### src/rtl/serial_subtractor.sv
// Bit-serial a - b: one full-subtractor step per clock, LSB first.
// Result, borrow and signed overflow register on completion only.
module serial_subtractor #(
  parameter int WIDTH = 8
) (
  input  logic             clk,
  input  logic             rst,
  input  logic             start,
  input  logic [WIDTH-1:0] a,
  input  logic [WIDTH-1:0] b,
  output logic             busy,
  output logic             done,
  output logic [WIDTH-1:0] diff,
  output logic             borrow,
  output logic             ovf
);

  localparam int CW = $clog2(WIDTH) + 1;

  typedef enum logic [1:0] {
    IDLE  = 2'd0,
    SHIFT = 2'd1,
    DONE  = 2'd2
  } state_t;

  state_t           state_q, state_d;
  logic [WIDTH-1:0] a_sh_q, a_sh_d;
  logic [WIDTH-1:0] b_sh_q, b_sh_d;
  logic [WIDTH-1:0] res_q, res_d;
  logic [CW-1:0]    cnt_q, cnt_d;
  logic             bin_q, bin_d;
  logic [WIDTH-1:0] diff_q, diff_d;
  logic             borrow_q, borrow_d;
  logic             ovf_q, ovf_d;

  logic accept, last;
  logic ai, bi, d, bout;

  always_ff @(posedge clk or posedge rst) begin
    if (rst) begin
      state_q  <= IDLE;
      a_sh_q   <= '0;
      b_sh_q   <= '0;
      res_q    <= '0;
      cnt_q    <= '0;
      bin_q    <= 1'b0;
      diff_q   <= '0;
      borrow_q <= 1'b0;
      ovf_q    <= 1'b0;
    end else begin
      state_q  <= state_d;
      a_sh_q   <= a_sh_d;
      b_sh_q   <= b_sh_d;
      res_q    <= res_d;
      cnt_q    <= cnt_d;
      bin_q    <= bin_d;
      diff_q   <= diff_d;
      borrow_q <= borrow_d;
      ovf_q    <= ovf_d;
    end
  end

  assign accept = start && (state_q != SHIFT);
  assign last   = (cnt_q == CW'(WIDTH - 1));

  always_comb begin
    state_d = state_q;
    unique case (state_q)
      IDLE:    if (start) state_d = SHIFT;
      SHIFT:   if (last) state_d = DONE;
      DONE:    state_d = start ? SHIFT : IDLE;
      default: state_d = IDLE;
    endcase
  end

  always_comb begin
    ai       = a_sh_q[0];
    bi       = b_sh_q[0];
    d        = ai ^ bi ^ bin_q;
    bout     = (~ai & bi) | (~(ai ^ bi) & bin_q);
    a_sh_d   = a_sh_q;
    b_sh_d   = b_sh_q;
    res_d    = res_q;
    cnt_d    = cnt_q;
    bin_d    = bin_q;
    diff_d   = diff_q;
    borrow_d = borrow_q;
    ovf_d    = ovf_q;
    if (accept) begin
      a_sh_d = a;
      b_sh_d = b;
      res_d  = '0;
      cnt_d  = '0;
      bin_d  = 1'b0;
    end else if (state_q == SHIFT) begin
      a_sh_d = a_sh_q >> 1;
      b_sh_d = b_sh_q >> 1;
      res_d  = {d, res_q[WIDTH-1:1]};
      bin_d  = bout;
      cnt_d  = cnt_q + 1'b1;
      // on the last step ai/bi are the operand MSBs and d is diff MSB
      if (last) begin
        diff_d   = {d, res_q[WIDTH-1:1]};
        borrow_d = bout;
        ovf_d    = (ai ^ bi) & (ai ^ d);
      end
    end
  end

  always_comb begin
    busy   = (state_q == SHIFT);
    done   = (state_q == DONE);
    diff   = diff_q;
    borrow = borrow_q;
    ovf    = ovf_q;
  end

endmodule
### config.mk
export PLATFORM = sky130hd
export DESIGN_NAME = serial_subtractor
export DESIGN_NICKNAME = d
export VERILOG_FILES = /design/src/rtl/serial_subtractor.sv
export SDC_FILE = /design/constraint.sdc
export NUM_CORES = 1
export LEC_CHECK = 0
export CAP_MARGIN = 25
export CORE_UTILIZATION = 55
export DETAILED_ROUTE_END_ITERATION = 16
export GPL_ROUTABILITY_DRIVEN = 0
export PLACE_DENSITY_LB_ADDON = 0.05
export SYNTH_ARGS = -nofsm -noshare
export SYNTH_HDL_FRONTEND = slang
export SYNTH_SLANG_ARGS = --single-unit
### constraint.sdc
create_clock -name clk -period 2.3 [get_ports clk]
set_input_delay 0.46 -clock clk [delete_from_list [all_inputs] [get_ports clk]]
set_output_delay 0.46 -clock clk [all_outputs]
set_load 0.03 [all_outputs]
# == Word-level counts from Yosys, hierarchy flattened ==
# Cells that the tools add are included.
# classes
bitwise_logic,10
eq_ne,6
shifts,0
n_lt_le_gt_ge,0
reduce_logical,5
div,0
mux,14
addsub,1
multipliers,0
# ops
cell,count
$mux W8,6
$mux W4,2
$pmux W2 S3,1
$add A4 B1 Y4 const B,1
$eq A4 B3 Y1 const B,1
$mux W2,2
$ne A2 B1 Y1 const B,2
$and A1 B1 Y1,3
$mux W1,3
$not A1 Y1,3
$reduce_and A3 Y1,1
$xor A1 B1 Y1,3
$eq A2 B1 Y1 const B,1
$eq A2 B2 Y1 const B,1
$logic_not A2 Y1,1
$ne A2 B2 Y1 const B,1
$reduce_and A2 Y1,1
$reduce_bool A2 Y1,1
$logic_and A1 B1 Y1,1
$or A1 B1 Y1,1
# word_totals
out_inout_bits,12
inputBits,19
elab_cells,45
regBits,41
mem_count,0
latchBits,0
mem_bits_ro,0
mem_bits_rw,0

# == Longest topological paths before layout ==
# Gate-level depths: netlist of the first run.
# logic_depth
ltp_word,6
depth_mapped,6
depth_no_buf,5

# == Worst setup path after synthesis of the first run ==
# Ideal clock, no wire load.
# synth_timing
path_type,register to register
from,register a_sh_q[0]
to,register ovf_q (netlist: ovf)
synth_period_minus_slack_ns,1.520
setup_slack_ns,0.780
n_path_buf,0
setup_ns,0.125
required_ns,2.175
arrival_time_ns,1.395
path_stages_with_launch,5
cell_sequence,dfrtp_1 fa_1 xnor2_1 nor2_1 mux2_2
# synth_between
elab_chain_len,4
# synth_lines
element,line,rtl
"start, declared",27,"logic [WIDTH-1:0] a_sh_q, a_sh_d;"
"start signal, assigned",52,a_sh_q <= a_sh_d;
$xor A1 B1 Y1 (2 in a row),79,d = ai ^ bi ^ bin_q;
via d,37,"logic ai, bi, d, bout;"
$xor A1 B1 Y1,105,ovf_d = (ai ^ bi) & (ai ^ d);
$and A1 B1 Y1,105,
"end signal, assigned",59,ovf_q <= ovf_d;
"end, declared",34,"logic ovf_q, ovf_d;"
# The timed path passes the listed nets, and every way through them passes these cells.
# A chain may end at the register's enable or synchronous reset.

# == Final worst setup path of the first run ==
# layout_timing
from,register state_q[0]
to,output port done
# layout_between
elab_chain_len,1
# layout_lines
element,line,rtl
"start, declared",26,"state_t state_q, state_d;"
"start signal, assigned",51,state_q <= state_d;
$eq A2 B2 Y1,112,done = (state_q == DONE);
"end, declared",12,"output logic done,"
# Every way passes these cells.

==> out/qor.yml, run 1 <==
drc: 0
seq_power_share_pct: 44.5
rsz0062_at_grt: "no"
critPathSlowestCell: "clkdlybuf4s50_1"
cpLargestDelayFamily: "buffers and inverters"
end_kind: "primary output"
critPathRequiredTime_ns: 1.84
routedWlPerCell_microns: 12.9
dp_cells: 228
drtIter0Drc: 30
grt_max_degree: 41
hold_viol: 0
die_y_microns: 58.7
cts_resized: 0
start_util_pct: 57.8
postSynthAreaPerCell_sq_um: 11.0
r2r_slack_ns: 0.56
status: "complete, no violations"
synth-seq-cells: 40
fin_crit_sh_pct: 88.1
ys_types: 21
cts_hold_buf: 0
postRouteAntennaNets: 0
slew_headroom_pct: 61.8
syn_inst: 160
power_frac_clock_pct: 13.3
switching_share_pct: 38.6
cap_violations: 0
vias: 1188
p_leak_nw: 0.970
start_kind: "flop"
cp_slowest_stage_delay_ns: 0.68
grt_pass1_vias: 1260
rows: 20
grt-ovfl-total: 0
die_w_microns: 58.7
ys_seq_area_share_pct: 56.7
fin_cells: 236
cp_cell_sequence: "nor2b_1, clkdlybuf4s50_1"
pwr-share-comb_pct: 42.2
ys_warn_count: 0
fmax_mhz: 493
dr.pass1.iters: 4
multiInputGateArea_sq_um: 674
crit_start: "state_q[0]"
cts_buffer_depth: 2
clock-root-buffer: "clkbuf_4"
drv_slew: 0
hold_depth: 1
io_buffers: 30
p_sw_w: 0.00104
clock_skew_ns: 0.00806
crit_fanout: 3
dp.final_hpwl_mm: 2.12
stdcell_area_sq_um: 2140
h-tree-depth: 2
r2r-start: "state_q[1]"
hold_start: "state_q[0]"
postRouteWirelength_mm: 3.04
worstSetupPathType: "reg2out"
antenna_found_initial: 0
placed_cell_area_sq_um: 2080
insertion_delay_ns: 0.33
synth_fp_nets: 182
synth.cell_area_sq_um: 1770
cts.sinks: 40
post-cts-setup-buffers: 0
worstMarginPinSlew_ns: 0.571
ir_drop_mv: 0.614
cts_made_buffers: 5
io_pins: 31
critPathArrivalTime_ns: 1.57
grt_pass1_wl_mm: 5.28
n_antenna_cell: 0
fill_cells: 254
critPathBufInv: 1
intPower_w: 0.00165
cts_tree: "built"
viasPerCell: 5.03
tns_ns: 0
track_usage_pct: 21.0
syn2layout_area_growth_pct: 21.4
rr_endpoint: "diff[5]"
fin_nets: 213
post-route-min-period_ns: 2.03
worst_hold_path.endpoint: "state_q[0]"
hp-class: "reg2reg"
core_area_sq_um: 3050
setup_viol_count_final: 0
register_area_sq_um: 1000
path_clk_slew_ns: 0.11
powerDensity_nw_per_um2: 1250
utilization_pct: 70.2
die-area_sq_um: 3440
reg2reg_depth: 3
final_layout_size_suffix_gt1_share_pct: 12.0
-- metrics by stage --
step / setup slack, ns / hold slack (ns) / total power, W
floorplan: 0.780 / 0.448 / 0.00199
global placement: 0.602 / 0.462 / 0.00230
detailed placement: 0.543 / 0.474 / 0.00236
CTS: 0.260 / 0.493 / 0.00272
global route: 0.170 / 0.529 / 0.00291
finish: 0.273 / 0.495 / 0.00269
-- layout make-up --
cell class	instances	share of cell area [%]
flip-flops and latches	40	46.7
multi-input cells	103	31.5
repair buffers	34	15.3
clock buffers	8	2.74
well taps	44	2.57
inverters	7	1.23
-- logic make-up after synthesis --
family	Yosys count	share of synthesized area [%]
xor+xnor	1	0.496
fa+ha+maj	3	2.55
compound gates	26	7.37
simple gates	45	11.2
mux	28	16.6
flops	40	56.7
buf+inv	17	5.10
-- metal layers --
layer	GRT usage (%)	up-vias	wire length (microns)
li1	-	593	-
met1	24.9	568	1370
met2	36.6	22	1540
met3	4.84	5	92
met4	9.18	0	40
met5	0	-	0
-- sequential cells by signal (all words and copies together) (netlist names) --
name,count
a_sh_q,8
b_sh_q,8
bin_q,1
borrow,1
cnt_q,4
diff,8
ovf,1
res_q,7
state_q,2
-- power by group through the flow --
stage,Combinational [W],Clock (W),Sequential [W]
finish,0.00113,0.000357,0.00120
global route,0.00127,0.000403,0.00123
global placement,0.00110,0,0.00119
CTS,0.00115,0.000374,0.00120
detailed placement,0.00115,0,0.00121
floorplan,0.000653,0,0.00134
-- worst max-delay path by stage --
stage               depth (start not counted)   endpoint  slack, ns
floorplan                                   4        ovf       0.78
global placement                            4  a_sh_q[0]       0.60
detailed placement                          4  b_sh_q[0]       0.54
CTS                                         2       done       0.26
global route                                3       busy       0.17
finish                                      2       done       0.27
-- cell usage after synthesis (all sizes together) --
cell type   n  area (sq um)
mux2i      18           180
nand2      32           120
clkbuf      1          3.75
nand2b      1          6.26
buf         9          60.1
nor2b       1          6.26
o21ai      26           130
mux2       10           113
ha          2          25.0
nor3        2          21.3
xnor2       1          8.76
nor2        3          11.3
dfrtp      40          1000
fa          1          20.0
inv         7          26.3
nand3b      1          7.51
nand3       5          25.0
-- placed cells by master (no fill, tap or decap), drive strengths merged --
master          n
nor2b           1
nor3            2
o21ai          26
nand3           5
inv             7
clkdlybuf4s50  29
nand3b          1
buf             5
nor2            3
nand2b          1
xnor2           1
ha              2
mux2i          18
nand2          32
fa              1
clkbuf          8
mux2           10
dfrtp          40
-- worst reg2reg max path, cell delays in order (launching register included) --
cell	delay, ns
dfrtp_1	0.40
nand2b_1	0.28
nor3_4	0.55
mux2_2	0.40
Note: power is estimated with default switching activity, not from simulation.
==> run 2, diff against run 1 <==
--- a/config.mk
+++ b/config.mk
@@ -6,9 +6,11 @@
 export NUM_CORES = 1
 export LEC_CHECK = 0
 export CAP_MARGIN = 25
+export CORE_MARGIN = 5
 export CORE_UTILIZATION = 55
 export DETAILED_ROUTE_END_ITERATION = 16
 export GPL_ROUTABILITY_DRIVEN = 0
+export HOLD_SLACK_MARGIN = 0.08
 export PLACE_DENSITY_LB_ADDON = 0.05
 export SYNTH_ARGS = -nofsm -noshare
 export SYNTH_HDL_FRONTEND = slang
==> out/qor.yml, run 2 (synthesis results as in run 1) <==
path_clk_slew_ns: 0.11
register_area_sq_um: 1000
slew_headroom_pct: 64.7
hold_start: "a_sh_q[6]"
io_buffers: 30
end_kind: "primary output"
placed_cell_area_sq_um: 2080
stdcell_area_sq_um: 2140
viasPerCell: 5.03
switching_share_pct: 39.0
routedWlPerCell_microns: 13.3
insertion_delay_ns: 0.33
intPower_w: 0.00164
start_kind: "flop"
post-route-min-period_ns: 2.03
grt_pass1_vias: 1187
track_usage_pct: 16.6
drc: 0
die_w_microns: 66.7
cts_made_buffers: 5
fmax_mhz: 493
power_frac_clock_pct: 13.3
r2r_slack_ns: 0.59
final_cell_mix: "dfrtp_1 (40), nand2_1 (32), clkdlybuf4s50_1 (29)"
postRouteWirelength_mm: 3.12
dp.final_hpwl_mm: 2.24
fin_crit_sh_pct: 88.3
rr_endpoint: "diff[4]"
postRouteAntennaNets: 0
hp-class: "reg2reg"
dr.pass1.iters: 4
vias: 1181
critPathRequiredTime_ns: 1.84
worst_hold_path.endpoint: "a_sh_q[5]"
die_y_microns: 66.7
start_util_pct: 57.4
die-area_sq_um: 4440
antenna_found_initial: 0
rsz0062_at_grt: "no"
n_antenna_cell: 0
worstSetupPathType: "reg2out"
seq_power_share_pct: 44.6
tns_ns: 0
hold_viol: 0
grt_max_degree: 41
multiInputGateArea_sq_um: 674
grt-ovfl-total: 0
powerDensity_nw_per_um2: 1260
final_common_cell: "dfrtp_1"
r2r-start: "state_q[1]"
cts_resized: 0
core_area_sq_um: 3080
syn2layout_area_growth_pct: 21.0
drv_slew: 0
ir_drop_mv: 0.713
h-tree-depth: 2
pwr-share-comb_pct: 42.1
clock-root-buffer: "clkbuf_4"
rows: 20
reg2reg_depth: 3
cts.sinks: 40
hold_depth: 2
fill_cells: 245
drtIter0Drc: 48
crit_fanout: 22
final_layout_size_suffix_gt1_share_pct: 11.5
io_pins: 31
cts_buffer_depth: 2
p_leak_nw: 0.966
cts_tree: "built"
cap_violations: 0
status: "complete, no violations"
worstMarginPinSlew_ns: 0.527
cts_hold_buf: 0
post-cts-setup-buffers: 0
grt_pass1_wl_mm: 5.48
p_sw_w: 0.00105
clock_skew_ns: 0.00781
setup_viol_count_final: 0
fin_nets: 212
critPathArrivalTime_ns: 1.57
==> run 2: cell types whose count changed in the layout (fill, tap and decap cells not counted) <==
cell,before,now
buf_4,5,4
==> run 2: area by class of cell <==
cell class / count / share of cell area (%)
flip-flops and latches: 40 / 46.9
multi-input cells: 103 / 31.6
repair buffers: 33 / 15.0
clock buffers: 8 / 2.75
well taps: 44 / 2.58
inverters: 7 / 1.23
==> run 2: worst max path at each step <==
stage,startpoint,endpoint,slack [ns],depth (start not counted)
final,state_q[1],busy,0.27,3
after global routing,state_q[1],busy,0.13,3
after CTS,state_q[1],busy,0.26,3
after detailed placement,start,cnt_q[0],0.49,5
after global placement,start,bin_q,0.52,5
after floorplan,a_sh_q[0],ovf,0.78,4
==> run 2: through the flow <==
step | util, % | total power (W) | std cells | setup slack [ns] | hold WS, ns
2_1_floorplan | - | 0.00199 | 160 | 0.780 | 0.448
6_report | 69.4 | 0.00269 | 235 | 0.270 | 0.485
3_5_place_dp | 67.5 | 0.00236 | 227 | 0.491 | 0.468
4_1_cts | 69.4 | 0.00272 | 235 | 0.262 | 0.490
3_3_place_gp | 67.5 | 0.00229 | 227 | 0.523 | 0.456
5_1_grt | 69.4 | 0.00291 | 235 | 0.131 | 0.518
==> run 2: worst max-delay path, cell delays in order (launching register included) <==
cell	delay, ns
dfrtp_1	0.38
nand2b_1	0.29
inv_2	0.34
buf_4	0.23
==> run 2: layer usage <==
| metal | track usage (%) | up-vias | share of wire (%) |
|---|---|---|---|
| met3 | 5.23 | 4 | 4.3 |
| li1 | - | 592 | - |
| met4 | 4.57 | 0 | 0.87 |
| met2 | 27.0 | 22 | 50 |
| met1 | 21.3 | 563 | 45 |
| met5 | 0 | - | 0 |
==> run 2: power groups by stage <==
stage / combinational, W / clock (W) / sequential [W]
global route: 0.00126 / 0.000410 / 0.00124
finish: 0.00113 / 0.000359 / 0.00120
detailed placement: 0.00115 / 0 / 0.00121
CTS: 0.00115 / 0.000368 / 0.00120
global placement: 0.00110 / 0 / 0.00119
floorplan: 0.000653 / 0 / 0.00134
==> run 3, diff against run 2 <==
--- a/config.mk
+++ b/config.mk
@@ -6,7 +6,7 @@
 export NUM_CORES = 1
 export LEC_CHECK = 0
 export CAP_MARGIN = 25
-export CORE_MARGIN = 5
+export CORE_MARGIN = 2
 export CORE_UTILIZATION = 55
 export DETAILED_ROUTE_END_ITERATION = 16
 export GPL_ROUTABILITY_DRIVEN = 0
==> out/qor.yml, run 3 (synthesis results as in run 1) <==
status: "complete, no violations"
post-route-min-period_ns: 2.03
p_leak_nw: 0.970
hp-class: "reg2reg"
critPathRequiredTime_ns: 1.84
die-area_sq_um: 3680
drc: 0
ir_drop_mv: 0.694
fmax_mhz: 494
slew_headroom_pct: 62.3
cts_hold_buf: 0
hold_depth: 1
routedWlPerCell_microns: 12.3
syn2layout_area_growth_pct: 21.4
multiInputGateArea_sq_um: 674
end_kind: "primary output"
final_common_cell: "dfrtp_1"
critPathArrivalTime_ns: 1.57
n_antenna_cell: 0
rsz0062_at_grt: "no"
fin_nets: 213
power_w: 0.00267
dp_cells: 228
register_area_sq_um: 1000
utilization_pct: 70.2
core_area_sq_um: 3050
postRouteAntennaNets: 0
start_kind: "flop"
drtIter0Drc: 39
path_clk_slew_ns: 0.11
h-tree-depth: 2
hold_viol: 0
hold_start: "state_q[0]"
io_pins: 31
fin_crit_sh_pct: 88.1
cts_buffer_depth: 2
post-cts-setup-buffers: 0
die_w_microns: 60.7
grt_pass1_vias: 1211
track_usage_pct: 19.4
die_y_microns: 60.7
cts.sinks: 40
clock-root-buffer: "clkbuf_4"
viasPerCell: 5.04
powerDensity_nw_per_um2: 1250
fin_cells: 236
antenna_found_initial: 0
worstSetupPathType: "reg2out"
io_buffers: 30
grt_max_degree: 41
cts_resized: 0
drv_slew: 0
whs_ns: 0.491
postRouteWirelength_mm: 2.91
cts_tree: "built"
r2r_slack_ns: 0.58
reg2reg_depth: 3
tns_ns: 0
crit_start: "state_q[0]"
grt-ovfl-total: 0
rows: 20
grt_pass1_wl_mm: 5.16
crit_fanout: 3
cap_violations: 0
fill_cells: 258
final_layout_size_suffix_gt1_share_pct: 12.0
cts_made_buffers: 5
vias: 1190
clock_skew_ns: 0.00829
final_cell_mix: "dfrtp_1 (40), nand2_1 (32), clkdlybuf4s50_1 (29)"
setup_viol_count_final: 0
dr.pass1.iters: 4
r2r-start: "state_q[1]"
dp.final_hpwl_mm: 2.04
insertion_delay_ns: 0.34
start_util_pct: 57.8
worstMarginPinSlew_ns: 0.563
-- run 3: cell types whose count changed in the layout (fill, tap and decap cells not counted), sizes merged --
cell,before,now
buf,4,5
-- run 3: power breakdown --
group | leakage [nW] | internal (W) | switching (W) | total, W
Combinational | 0.433 | 0.000496 | 0.000632 | 0.00113
Clock | 0.0326 | 0.000151 | 0.000206 | 0.000357
Sequential | 0.505 | 0.00100 | 0.000186 | 0.00119
-- run 3: cell type report --
class,count,area share [%]
multi-input cells,103,31.5
well taps,44,2.57
flip-flops and latches,40,46.7
clock buffers,8,2.74
repair buffers,34,15.3
inverters,7,1.23
-- run 3: path summary, 6_finish.rpt --
check                              to
setup / recovery                 done
hold / removal             state_q[0]
setup reg to reg              diff[0]
hold reg to reg            state_q[0]
max in group asynchronous    res_q[1]
min in group asynchronous   a_sh_q[3]
-- run 3: critical path, stage by stage (launching register included) --
cell and delay [ns]:
dfrtp_1 0.41, nor2b_1 0.13, clkdlybuf4s50_1 0.68
-- run 3: stage by stage --
step	worst slack [ns]	instance area, sq um
global route	0.175	2140
global placement	0.602	2080
floorplan	0.780	1770
detailed placement	0.568	2080
finish	0.275	2140
CTS	0.251	2140
-- run 3: routing by layer --
layer	wire length, microns	global-route usage (%)	part of all wire, %
met1	1340	23.6	46
met2	1410	32.4	49
met3	119	6.61	4.1
met4	40	6.52	1.4
met5	0	0	0
